### config.mk
export PLATFORM = sky130hd
export DESIGN_NAME = pipe_stage_reg
export DESIGN_NICKNAME = d
export VERILOG_FILES = /design/src/rtl/pipe_stage_reg.sv
export SDC_FILE = /design/constraint.sdc
export NUM_CORES = 1
export LEC_CHECK = 0
export ABC_AREA = 1
export CAP_MARGIN = 30
export CORE_MARGIN = 5
export CORE_UTILIZATION = 50
export CTS_BUF_LIST = sky130_fd_sc_hd__clkbuf_4
export CTS_CLUSTER_SIZE = 40
export DETAILED_ROUTE_END_ITERATION = 16
export PLACE_DENSITY_LB_ADDON = 0.1
export SKIP_LAST_GASP = 1
export SLEW_MARGIN = 20
export SYNTH_ARGS = -nofsm -noshare
export SYNTH_HDL_FRONTEND = slang
export SYNTH_SLANG_ARGS = --single-unit
export TNS_END_PERCENT = 20
### constraint.sdc
create_clock -name clk -period 1.9 [get_ports clk]
set_input_delay 0.38 -clock clk [delete_from_list [all_inputs] [get_ports clk]]
set_output_delay 0.38 -clock clk [all_outputs]
set_load 0.005 [all_outputs]
### src/rtl/pipe_stage_reg.sv
// Inter-stage pipeline register with a valid/ready handshake, a two-entry
// skid buffer and a synchronous flush that can leave a bubble entry behind.
module pipe_stage_reg #(
    parameter int unsigned           DATA_W       = 32,
    parameter int unsigned           PC_W         = 32,
    parameter logic [PC_W-1:0]       RESET_PC     = PC_W'(32'h8000_0000),
    parameter logic [DATA_W-1:0]     BUBBLE_DATA  = '0,
    parameter bit                    FLUSH_BUBBLE = 1'b1,
    parameter int unsigned           PC_STEP      = 4
) (
    input  logic              clk,
    input  logic              reset,
    input  logic              flush,
    input  logic              in_valid,
    output logic              in_ready,
    input  logic [DATA_W-1:0] in_data,
    input  logic [PC_W-1:0]   in_pc,
    output logic              out_valid,
    input  logic              out_ready,
    output logic [DATA_W-1:0] out_data,
    output logic [PC_W-1:0]   out_pc,
    output logic [1:0]        count
);

    typedef enum logic [1:0] {
        ST_EMPTY = 2'd0,
        ST_FULL  = 2'd1,
        ST_SKID  = 2'd2
    } state_e;

    state_e            state_q,     state_d;
    logic [DATA_W-1:0] main_data_q, main_data_d;
    logic [PC_W-1:0]   main_pc_q,   main_pc_d;
    logic [DATA_W-1:0] skid_data_q, skid_data_d;
    logic [PC_W-1:0]   skid_pc_q,   skid_pc_d;
    logic              in_ready_q,  in_ready_d;
    logic              out_valid_q, out_valid_d;
    logic              in_xfer;
    logic              out_xfer;

    assign in_xfer  = in_valid & in_ready_q;
    assign out_xfer = out_valid_q & out_ready;

    // Next-state and datapath selection; flush overrides the handshake.
    always_comb begin
        state_d     = state_q;
        main_data_d = main_data_q;
        main_pc_d   = main_pc_q;
        skid_data_d = skid_data_q;
        skid_pc_d   = skid_pc_q;

        if (flush) begin
            if (FLUSH_BUBBLE) begin
                state_d     = ST_FULL;
                main_data_d = BUBBLE_DATA;
                main_pc_d   = in_pc - PC_W'(PC_STEP);
            end else begin
                state_d = ST_EMPTY;
            end
        end else begin
            unique case (state_q)
                ST_EMPTY: begin
                    if (in_xfer) begin
                        main_data_d = in_data;
                        main_pc_d   = in_pc;
                        state_d     = ST_FULL;
                    end
                end
                ST_FULL: begin
                    if (in_xfer && out_xfer) begin
                        main_data_d = in_data;
                        main_pc_d   = in_pc;
                    end else if (in_xfer) begin
                        skid_data_d = in_data;
                        skid_pc_d   = in_pc;
                        state_d     = ST_SKID;
                    end else if (out_xfer) begin
                        state_d = ST_EMPTY;
                    end
                end
                ST_SKID: begin
                    if (out_xfer) begin
                        main_data_d = skid_data_q;
                        main_pc_d   = skid_pc_q;
                        state_d     = ST_FULL;
                    end
                end
                default: state_d = ST_EMPTY;
            endcase
        end

        in_ready_d  = (state_d != ST_SKID);
        out_valid_d = (state_d != ST_EMPTY);
    end

    always_ff @(posedge clk) begin
        if (reset) begin
            state_q     <= ST_EMPTY;
            main_data_q <= BUBBLE_DATA;
            main_pc_q   <= RESET_PC;
            skid_data_q <= BUBBLE_DATA;
            skid_pc_q   <= RESET_PC;
            in_ready_q  <= 1'b1;
            out_valid_q <= 1'b0;
        end else begin
            state_q     <= state_d;
            main_data_q <= main_data_d;
            main_pc_q   <= main_pc_d;
            skid_data_q <= skid_data_d;
            skid_pc_q   <= skid_pc_d;
            in_ready_q  <= in_ready_d;
            out_valid_q <= out_valid_d;
        end
    end

    assign in_ready  = in_ready_q;
    assign out_valid = out_valid_q;
    assign out_data  = main_data_q;
    assign out_pc    = main_pc_q;
    assign count     = state_q;

endmodule

=== Word-level counts from Yosys, hierarchy flattened ===
Cells that the tools add are included.

* Flip-flop bits (word level): 132
* Latch bits: 0
* RAM bits: 0
* Bits in read-only memories: 0
* Input port bits: 69
* Output and inout bits: 68
* Logic and storage cells: 46
* Memories kept: 0

* Add/sub/neg operators: 1
* Multiply operators: 0
* Divide/modulo/power cells: 0
* Magnitude comparators: 0
* Equality and inequality tests: 9
* Shift-type cells: 0
* Multiplexer cells: 16
* Bitwise operators: 4
* Reductions and logical operators: 9

{| class="wikitable"
|+ Operator list
! cell !! count
|-
| two-way mux 32 bit || 7
|-
| one-hot mux 32 bit (3 select lines) || 2
|-
| subtractor 32 x 3 -> 32 bit (second input constant) || 1
|-
| two-way mux 2 bit || 6
|-
| AND reduction 4 bit || 3
|-
| inequality test 3 bit (second input constant) || 3
|-
| inequality test 2 bit (second input constant) || 4
|-
| one-hot mux 2 bit (3 select lines) || 1
|-
| nonzero test 4 bit || 1
|-
| nonzero test 3 bit || 1
|-
| AND 1 bit || 2
|-
| equality test 2 x 1 -> 1 bit (second input constant) || 1
|-
| equality test 2 bit (second input constant) || 1
|-
| logical NOT 2 bit || 1
|-
| inverter 1 bit || 2
|-
| nonzero test 2 bit || 1
|-
| OR reduction 2 bit || 1
|-
| logical AND 1 bit || 1
|}

=== Longest topological paths before layout ===
Gate-level depths: netlist (run 1).

* Depth after elaboration: 7
* Mapped depth: 11
* Mapped depth without buffers: 11

=== Least setup slack after synthesis (run 1) ===
Ideal clock, no wire load.

* Path kind: input -> register
* From: in in_pc[2]
* To: reg main_pc_q[24], in the netlist out_pc[24]
* Setup time: 109 ps
* Data arrival time: 1430 ps
* Data required time: 1791 ps
* Path slack: 362 ps
* Stages on the path: 11
* Path through: inv_1 > ha_1 > inv_1 > nor2_4 > nand2_2 > nor2_1 > nand2_1 > xor2_1 > nand2_1 > nand2_1 > inv_1

* Longest elaborated chain between the ends: 2

{| class="wikitable"
|+ Ends and longest elaborated chain
! item !! RTL line !! text
|-
| start, declared || 17 || <nowiki>input logic [PC_W-1:0] in_pc,</nowiki>
|-
| subtractor 32 x 3 -> 32 bit || 56 || <nowiki>main_pc_d = in_pc - PC_W'(PC_STEP);</nowiki>
|-
| two-way mux 32 bit || 52 || <nowiki>if (flush) begin</nowiki>
|-
| end signal, assigned || 108 || <nowiki>main_pc_q <= main_pc_d;</nowiki>
|-
| end, declared || 33 || <nowiki>logic [PC_W-1:0] main_pc_q, main_pc_d;</nowiki>
|}

Every way passes these cells.
A chain may end at the register's enable or synchronous reset.

=== Worst setup path in the final report (run 1) ===
* From: reg main_pc_q[22], in the netlist out_pc[22]
* To: out out_pc[22]

{| class="wikitable"
|+ RTL lines
! item !! RTL line !! text
|-
| end, declared || 21 || <nowiki>output logic [PC_W-1:0] out_pc,</nowiki>
|}

No word-level cell between the ends.

==> results of run 1 <==
[flip-flops by register name (all words and copies together), names as in the netlist]
register	count
out_data	32
count	2
out_pc	32
in_ready	1
out_valid	1
skid_pc_q	32
skid_data_q	32
[placed cells by master (no fill, tap or decap), types with 5 or more instances in the layout]
cell and count:
a21oi_1 49, bufinv_16 6, clkdlybuf4s50_1 136, inv_2 6, a311oi_1 11, buf_4 77, nand3_1 18, o21ai_1 8
nand4_1 6, nand2_1 171, clkbuf_4 18, o211ai_1 7, xor2_1 7, nor2_1 162, o21ai_0 137, inv_1 58
dfxtp_1 130, nor3_1 5, buf_12 10, a31oi_1 31
[Yosys cell counts, drive strengths merged]
master	count	area, sq um
nand4	6	37.5
o211ai	7	52.6
nand3	18	90.1
a21oi	50	254
a211oi	5	42.5
o21ai	146	734
ha	1	12.5
dfxtp	132	2640
xor2	7	61.3
nand3b	1	7.51
o31ai	1	7.51
o221ai	3	26.3
inv	64	240
nor2	168	666
clkbuf	24	91.3
buf	33	216
o22ai	1	6.26
a31oi	31	194
nor3	6	41.3
nand2	174	666
or2	1	6.26
a311oi	11	96.3
[cell type report]
type / instances / area, sq um
inverter: 64 / 240
multi-input combinational: 637 / 3000
tap: 168 / 210
timing repair buffer: 223 / 2140
clock buffer: 18 / 135
fill: 1034 / 3460
sequential: 132 / 2650
clock inverter: 14 / 234
[metal layers]
metal	track usage	vias to the layer above	part of all wire
met3	0.0452	30	0.065
met1	0.313	2942	0.43
met2	0.417	236	0.49
li1	-	3312	-
met4	0.0896	0	0.015
met5	0	-	0
[kinds of logic after synthesis]
family / synth area share
xor+xnor: 0.00990
buf+inv: 0.0885
flops: 0.427
simple gates: 0.244
compound gates: 0.228
fa+ha+maj: 0.00202
[where the power goes]
group	leakage, nW	internal [mW]	switching [mW]	total [mW]
Clock	0.196	1.32	1.06	2.38
Sequential	1.08	2.93	0.0861	3.02
Combinational	2.30	0.602	0.557	1.16
Total	3.58	4.85	1.71	6.56
[worst max path at each step]
stage,to,start
finish,out_pc[22],out_pc[22]
global route,out_pc[11],out_pc[11]
CTS,out_pc[22],out_pc[22]
detailed placement,out_pc[20],in_pc[2]
global placement,out_pc[24],in_pc[3]
floorplan,out_pc[24],in_pc[2]
[worst min-delay path, cell delays in order]
cell and delay [ns]:
clkdlybuf4s50_1 0.41, nand2_1 0.07, a311oi_1 0.07
[metrics by stage]
step	TNS, ns	instances	utilization
2_1_floorplan	0	890	-
3_3_place_gp	-4.43	1224	0.683
3_5_place_dp	-5.83	1224	0.683
4_1_cts	0	1256	0.713
5_1_grt	-0.0206	1256	0.713
6_report	0	1256	0.713
[repair_timing]
item	CTS	global route
endpoints found under the setup margin	1	4
resized for setup	1	1
hold endpoints to repair	0	0
==> impl_metrics.yaml, run 1 <==
run_status:
  outcome: "finished, final reports clean"
placement:
  numPortBuffers: 136
  gp_congestion: 0.960
  place_ws_ns: -0.208
  place_area_sq_um: 8230
  hpwl_microns: 13200
logic_synthesis:
  synth_cell_types: 36
  syn-num-nets: 960
  ys_seq_elements: 132
  syn_avg_cell_area_sq_um: 6.96
  yosys_warnings: 0
  syn_inst: 890
  syn-cell-area_sq_um: 6190
  seq_area_frac_synth: 0.427
finish:
  drive_above_1_share: 0.130
  diodes: 0
  syn_to_final_growth_pct: 39.0
  nNetsFinal: 1145
  finish.instance_area_sq_um: 8610
clocking:
  numCtsBuffers: 17
  ctsHoldBuffers: 0
  clockBufferDepth: 2
  clk_pin_slew_worst_paths_ns: 0.12
  cts_setup_buffers: 0
  cts_tree: "yes"
  htreeDepth: 4
  clock-root-buffer: "clkbuf_4"
  clock-sinks: 132
  worstSkewPairLatency_ns: 0.54
setup_path:
  worst_r2r_endpoint: "skid_data_q[24]"
  worstPathCellList: "clkdlybuf4s50_1"
  critical_path.endpoint_type: "output port"
  path_delay_family: "buffers and inverters"
  cp_slowest_cell: "clkdlybuf4s50_1"
  critPathKind: "register to output port"
  cp_data_required_time_ns: 1.52
  worst-path-max-fanout: 2
  ff2ff_path_depth: 9
  r2r_slack_ns: 0.35
  path_depth: 1
  max_stage_delay_ns: 0.54
  r2r-start: "out_valid"
  worst_ep_arrival_time_ns: 1.48
  critPathBufInv: 1
  cp-start-kind: "register"
worst_hold_path:
  hp-class: "primary input to register"
  holdPathStages: 3
  hold_end: "out_data[19]"
  min_from: "in_data[19]"
route:
  viasPerCell: 5.19
  detail-route-antenna-nets: 0
  vias: 6520
  drtIter0Drc: 612
  wl_per_cell_microns: 14.4
  route.final.wire_length_microns: 18100
  remaining_drc_errors: 0
  dr.pass1.iters: 6
power_and_ir_drop:
  p_total_mw: 6.56
  vdd_drop_max_uv: 359
  leakage_nw: 3.58
  power_density_nw_per_um2: 762
job:
  cap_violations: 0
global_route:
  grt_antenna_before_repair: 0
  grt_pass1_wl_microns: 29400
  grt_max_degree: 35
  grt_pass1_vias: 6116
  overflow: 0
  grt.total_usage: 0.246
die:
  io-pin-count: 137
  die_area_sq_um: 14700
  row_count: 40
  die_h_microns: 121
  fp.coreArea_sq_um: 12100
  floorplan.initialDensity: 0.513
  die_w_microns: 121
timing:
  hold_ws_ns: 0.424
  drv_slew: 0
  rsz0062_at_grt: "true"
  setup_violations: 0
  worst_pin_slew_ns: 0.416
  fin_ws_ns: 0.0363
  min_period_ns: 1.86
  finalCritPeriodShare: 0.981
  timing.fmax_ghz: 0.537
  skew_ns: 0.0134
  maxSlewHeadroom: 0.723
  hold_violations: 0
Power figures use the tool's default switching activity.
==> run 2: changes to the inputs <==
--- a/config.mk
+++ b/config.mk
@@ -8,13 +8,12 @@
 export ABC_AREA = 1
 export CAP_MARGIN = 30
 export CORE_MARGIN = 5
-export CORE_UTILIZATION = 50
+export CORE_UTILIZATION = 47
 export CTS_BUF_LIST = sky130_fd_sc_hd__clkbuf_4
 export CTS_CLUSTER_SIZE = 40
 export DETAILED_ROUTE_END_ITERATION = 16
 export PLACE_DENSITY_LB_ADDON = 0.1
 export SKIP_LAST_GASP = 1
-export SLEW_MARGIN = 20
 export SYNTH_ARGS = -nofsm -noshare
 export SYNTH_HDL_FRONTEND = slang
 export SYNTH_SLANG_ARGS = --single-unit
==> constraint.sdc (replaced) <==
create_clock -name clk -period 1.65 [get_ports clk]
set_input_delay 0.33 -clock clk [delete_from_list [all_inputs] [get_ports clk]]
set_output_delay 0.33 -clock clk [all_outputs]
set_load 0.005 [all_outputs]
==> impl_metrics.yaml, run 2 (synthesis gave the netlist of run 1 again) <==
setup_path:
  critical_path.endpoint_type: "output port"
  worstPathCellList: "clkdlybuf4s50_1"
  critPathKind: "register to output port"
  cp-start-kind: "register"
  worst-path-max-fanout: 2
  worst_ep_arrival_time_ns: 1.41
  cp_data_required_time_ns: 1.32
  max_stage_delay_ns: 0.50
  path_delay_family: "buffers and inverters"
  critPathBufInv: 1
  cp_slowest_cell: "clkdlybuf4s50_1"
route:
  remaining_drc_errors: 0
  route.final.wire_length_microns: 18100
  vias: 6444
  drtIter0Drc: 412
  dr.pass1.iters: 5
  viasPerCell: 5.06
  wl_per_cell_microns: 14.2
  detail-route-antenna-nets: 0
clocking:
  ctsHoldBuffers: 0
  cts_tree: "yes"
  worstSkewPairLatency_ns: 0.55
  clk_pin_slew_worst_paths_ns: 0.12
  clock-sinks: 132
  clockBufferDepth: 2
  numCtsBuffers: 17
  htreeDepth: 4
  clock-root-buffer: "clkbuf_4"
placement:
  gp_congestion: 0.860
  place_area_sq_um: 8320
  hpwl_microns: 13000
  dp.cells: 1239
  numPortBuffers: 136
die:
  row_count: 42
  die_area_sq_um: 15600
  floorplan.initialDensity: 0.473
  fp.coreArea_sq_um: 13100
  io-pin-count: 137
  die_h_microns: 125
  die_w_microns: 125
timing:
  fin_ws_ns: -0.0875
  hold_ws_ns: 0.380
  finalCritPeriodShare: 1.05
  setup_violations: 47
  hold_violations: 0
  rsz0062_at_grt: "true"
  skew_ns: 0.0188
  drv_slew: 0
  maxSlewHeadroom: 0.732
  tns_ns: -3.01
  timing.fmax_ghz: 0.576
  min_period_ns: 1.74
  worst_pin_slew_ns: 0.401
global_route:
  grt_antenna_before_repair: 0
  overflow: 0
  grt_pass1_vias: 5965
  grt.total_usage: 0.229
  grt_pass1_wl_microns: 29300
  grt_max_degree: 47
finish:
  final_cell_mix: "nand2_1 (171), nor2_1 (162), o21ai_0 (137)"
  drive_above_1_share: 0.147
  finish.instance_area_sq_um: 8670
  diodes: 0
  num-fill-cells: 1181
  syn_to_final_growth_pct: 40.0
  layout_commonest_cell: "nand2_1"
  regArea_sq_um: 2670
  multi_input_area_sq_um: 3000
  nNetsFinal: 1154
  finalNonFillerCells: 1273
power_and_ir_drop:
  leakage_nw: 3.80
  vdd_drop_max_uv: 441
  p_total_mw: 7.10
  power_density_nw_per_um2: 818
run_status:
  violations: "negative setup slack"
  outcome: "finished, violations left"
job:
  cap_violations: 0
worst_hold_path:
  hp-class: "primary input to register"
[run 2: cell types whose count changed in the layout (fill, tap and decap cells not counted), moves of 3 or more]
cell and change:
buf_4 +7, dlymetal6s2s_1 +11, clkinv_2 -4, dfxtp_2 +13, dlygate4sd2_1 +12, clkinv_1 +3, clkinvlp_4 +3, bufinv_16 -3
clkdlybuf4s50_1 -23, dfxtp_1 -14
[run 2: layout make-up]
type                    instances  area share
multi-input cells             637       0.346
flip-flops and latches        132       0.307
repair buffers                232       0.259
inverters                      64      0.0277
well taps                     176      0.0254
clock inverters                13      0.0182
clock buffers                  19      0.0164
[run 2: repair_timing]
action | in CTS | in global routing
gates resized for setup | 22 | 18
setup buffers | 0 | 2
setup endpoints to repair | 68 | 64
endpoints found under the hold margin | 0 | 0
[run 2: final timing paths]
check,from,to,slack [ns],depth (start not counted)
hold reg to reg,skid_pc_q[9],skid_pc_q[9],0.45,2
setup / recovery,out_data[4],out_data[4],-0.09,1
hold / removal,in_data[18],out_data[18],0.38,3
setup reg to reg,count[0],out_pc[3],-0.02,9
[run 2: where the power goes]
group	total, mW	switching, mW	internal [mW]
clock network	2.30	1.22	1.08
logic	1.32	0.641	0.682
registers	3.48	0.0947	3.38
[run 2: through the flow]
step / worst slack, ns / util
after floorplan: 0.162 / -
after global placement: -0.391 / 0.636
after detailed placement: -0.391 / 0.636
after CTS: -0.155 / 0.659
after global routing: -0.174 / 0.663
final: -0.0875 / 0.663
[run 2: layer usage]
metal / GRT usage / wire length, microns / vias up
met5: 0 / 0 / -
met2: 0.377 / 8460 / 175
met3: 0.0532 / 1010 / 33
met1: 0.293 / 8130 / 2897
li1: - / - / 3339
met4: 0.0858 / 452 / 0
==> run 3: changes to the inputs <==
--- a/config.mk
+++ b/config.mk
@@ -8,10 +8,11 @@
 export ABC_AREA = 1
 export CAP_MARGIN = 30
 export CORE_MARGIN = 5
-export CORE_UTILIZATION = 47
+export CORE_UTILIZATION = 50
 export CTS_BUF_LIST = sky130_fd_sc_hd__clkbuf_4
 export CTS_CLUSTER_SIZE = 40
 export DETAILED_ROUTE_END_ITERATION = 16
+export MAX_ROUTING_LAYER = met4
 export PLACE_DENSITY_LB_ADDON = 0.1
 export SKIP_LAST_GASP = 1
 export SYNTH_ARGS = -nofsm -noshare
==> constraint.sdc (replaced) <==
create_clock -name clk -period 1.7 [get_ports clk]
set_input_delay 0.34 -clock clk [delete_from_list [all_inputs] [get_ports clk]]
set_output_delay 0.34 -clock clk [all_outputs]
set_load 0.005 [all_outputs]
==> impl_metrics.yaml, run 3 (synthesis gave the netlist of run 1 again) <==
route:
  detail-route-antenna-nets: 0
  drtIter0Drc: 642
  dr.pass1.iters: 5
  viasPerCell: 5.15
  vias: 6533
  route.final.wire_length_microns: 17800
  remaining_drc_errors: 0
  wl_per_cell_microns: 14.0
power_and_ir_drop:
  power_density_nw_per_um2: 799
  clkPwrFrac: 0.328
  p_sw_mw: 1.97
  seq_power_share: 0.486
  combPwrFrac: 0.186
  swShare: 0.283
  internal_power_mw: 4.98
  leakage_nw: 3.83
  vdd_drop_max_uv: 649
run_status:
  violations: "negative setup slack"
  outcome: "finished, violations left"
timing:
  fin_ws_ns: -0.0689
  skew_ns: 0.0143
  hold_violations: 0
  maxSlewHeadroom: 0.727
  setup_violations: 45
  worst_pin_slew_ns: 0.409
  timing.fmax_ghz: 0.565
  rsz0062_at_grt: "true"
  drv_slew: 0
  min_period_ns: 1.77
  finalCritPeriodShare: 1.04
die:
  io-pin-count: 137
  die_h_microns: 121
  row_count: 40
  die_area_sq_um: 14700
  fp.coreArea_sq_um: 12100
  floorplan.initialDensity: 0.513
  die_w_microns: 121
setup_path:
  critical_path.endpoint_type: "output port"
  worstPathCellList: "clkdlybuf4s50_1"
  r2r_slack_ns: 0.09
  critPathBufInv: 1
  cp_slowest_cell: "clkdlybuf4s50_1"
  worst_ep_arrival_time_ns: 1.43
  max_stage_delay_ns: 0.52
  path_delay_family: "buffers and inverters"
  ff2ff_path_depth: 10
  worst-path-max-fanout: 2
  path_depth: 1
  cp-start-kind: "register"
  critPathKind: "register to output port"
  cp_data_required_time_ns: 1.36
clocking:
  htreeDepth: 4
  worstSkewPairLatency_ns: 0.56
  cts_tree: "yes"
  numCtsBuffers: 17
  clock-root-buffer: "clkbuf_4"
  clockBufferDepth: 2
  clk_pin_slew_worst_paths_ns: 0.13
  clock-sinks: 132
finish:
  finish.instance_area_sq_um: 8690
  final_cell_mix: "nand2_1 (171), nor2_1 (162), o21ai_0 (137)"
  layout_commonest_cell: "nand2_1"
  nNetsFinal: 1157
  drive_above_1_share: 0.155
  finalNonFillerCells: 1268
  diodes: 0
  num-fill-cells: 1018
  syn_to_final_growth_pct: 40.4
placement:
  numPortBuffers: 136
  dp.cells: 1232
  gp_congestion: 0.950
  place_area_sq_um: 8320
  hpwl_microns: 12900
global_route:
  grt_pass1_vias: 6037
  grt_pass1_wl_microns: 28900
  grt_max_degree: 38
  overflow: 0
  grt_antenna_before_repair: 0
  grt.total_usage: 0.248
worst_hold_path:
  hp-class: "primary input to register"
  holdPathStages: 3
job:
  cap_violations: 0
[run 3: cell count changes in the layout (fill, tap and decap cells not counted), sizes merged]
cell / previous run / this run
inv: 66 / 68
buf: 96 / 99
clkbuf: 19 / 17
[run 3: layout make-up]
class                           instances  area, sq um  share of cell area
Tap cell                              168          210              0.0242
Sequential cell                       132         2670               0.307
Inverter                               64          240              0.0276
Timing Repair Buffer                  235         2270               0.261
Clock inverter                         15          179              0.0206
Multi-Input combinational cell        637         3000               0.345
Clock buffer                           17          128              0.0147
[run 3: routing by layer]
layer	wire length (microns)	track usage
met5	0	-
met4	279	0.0777
met3	998	0.0508
met2	8680	0.413
met1	7810	0.303
[run 3: power groups by stage]
stage          Sequential, mW  Clock (mW)  Combinational (mW)
2_1_floorplan            3.43           0               0.576
3_3_place_gp             3.44           0                1.29
3_5_place_dp             3.44           0                1.30
4_1_cts                  3.37        2.32                1.30
5_1_grt                  3.40        2.45                1.43
6_report                 3.38        2.28                1.29
[run 3: worst paths after layout]
| kind | startpoint | to |
|---|---|---|
| max | out_data[5] | out_data[5] |
| min | in_data[8] | out_data[8] |
| max reg2reg | count[0] | out_pc[6] |
| min reg2reg | skid_pc_q[21] | skid_pc_q[21] |
[run 3: worst min-delay path, cell delays in order]
cell             delay, ns
clkdlybuf4s50_1       0.41
nand2_1               0.07
a311oi_1              0.07
[run 3: stage by stage]
step,worst slack [ns],power [mW],TNS [ns],hold WS (ns),utilization
global route,-0.139,7.28,-5.56,0.346,0.721
global placement,-0.317,4.73,-22.76,0.434,0.690
floorplan,0.202,4.01,0,0.424,-
finish,-0.0689,6.95,-1.95,0.372,0.721
detailed placement,-0.320,4.74,-24.53,0.436,0.690
CTS,-0.105,6.99,-4.57,0.343,0.716
[run 3: what timing repair did]
item                       CTS  global route
resized for setup           23            21
hold buffers                 0             0
setup endpoints to repair   68            61
setup buffers                2             2
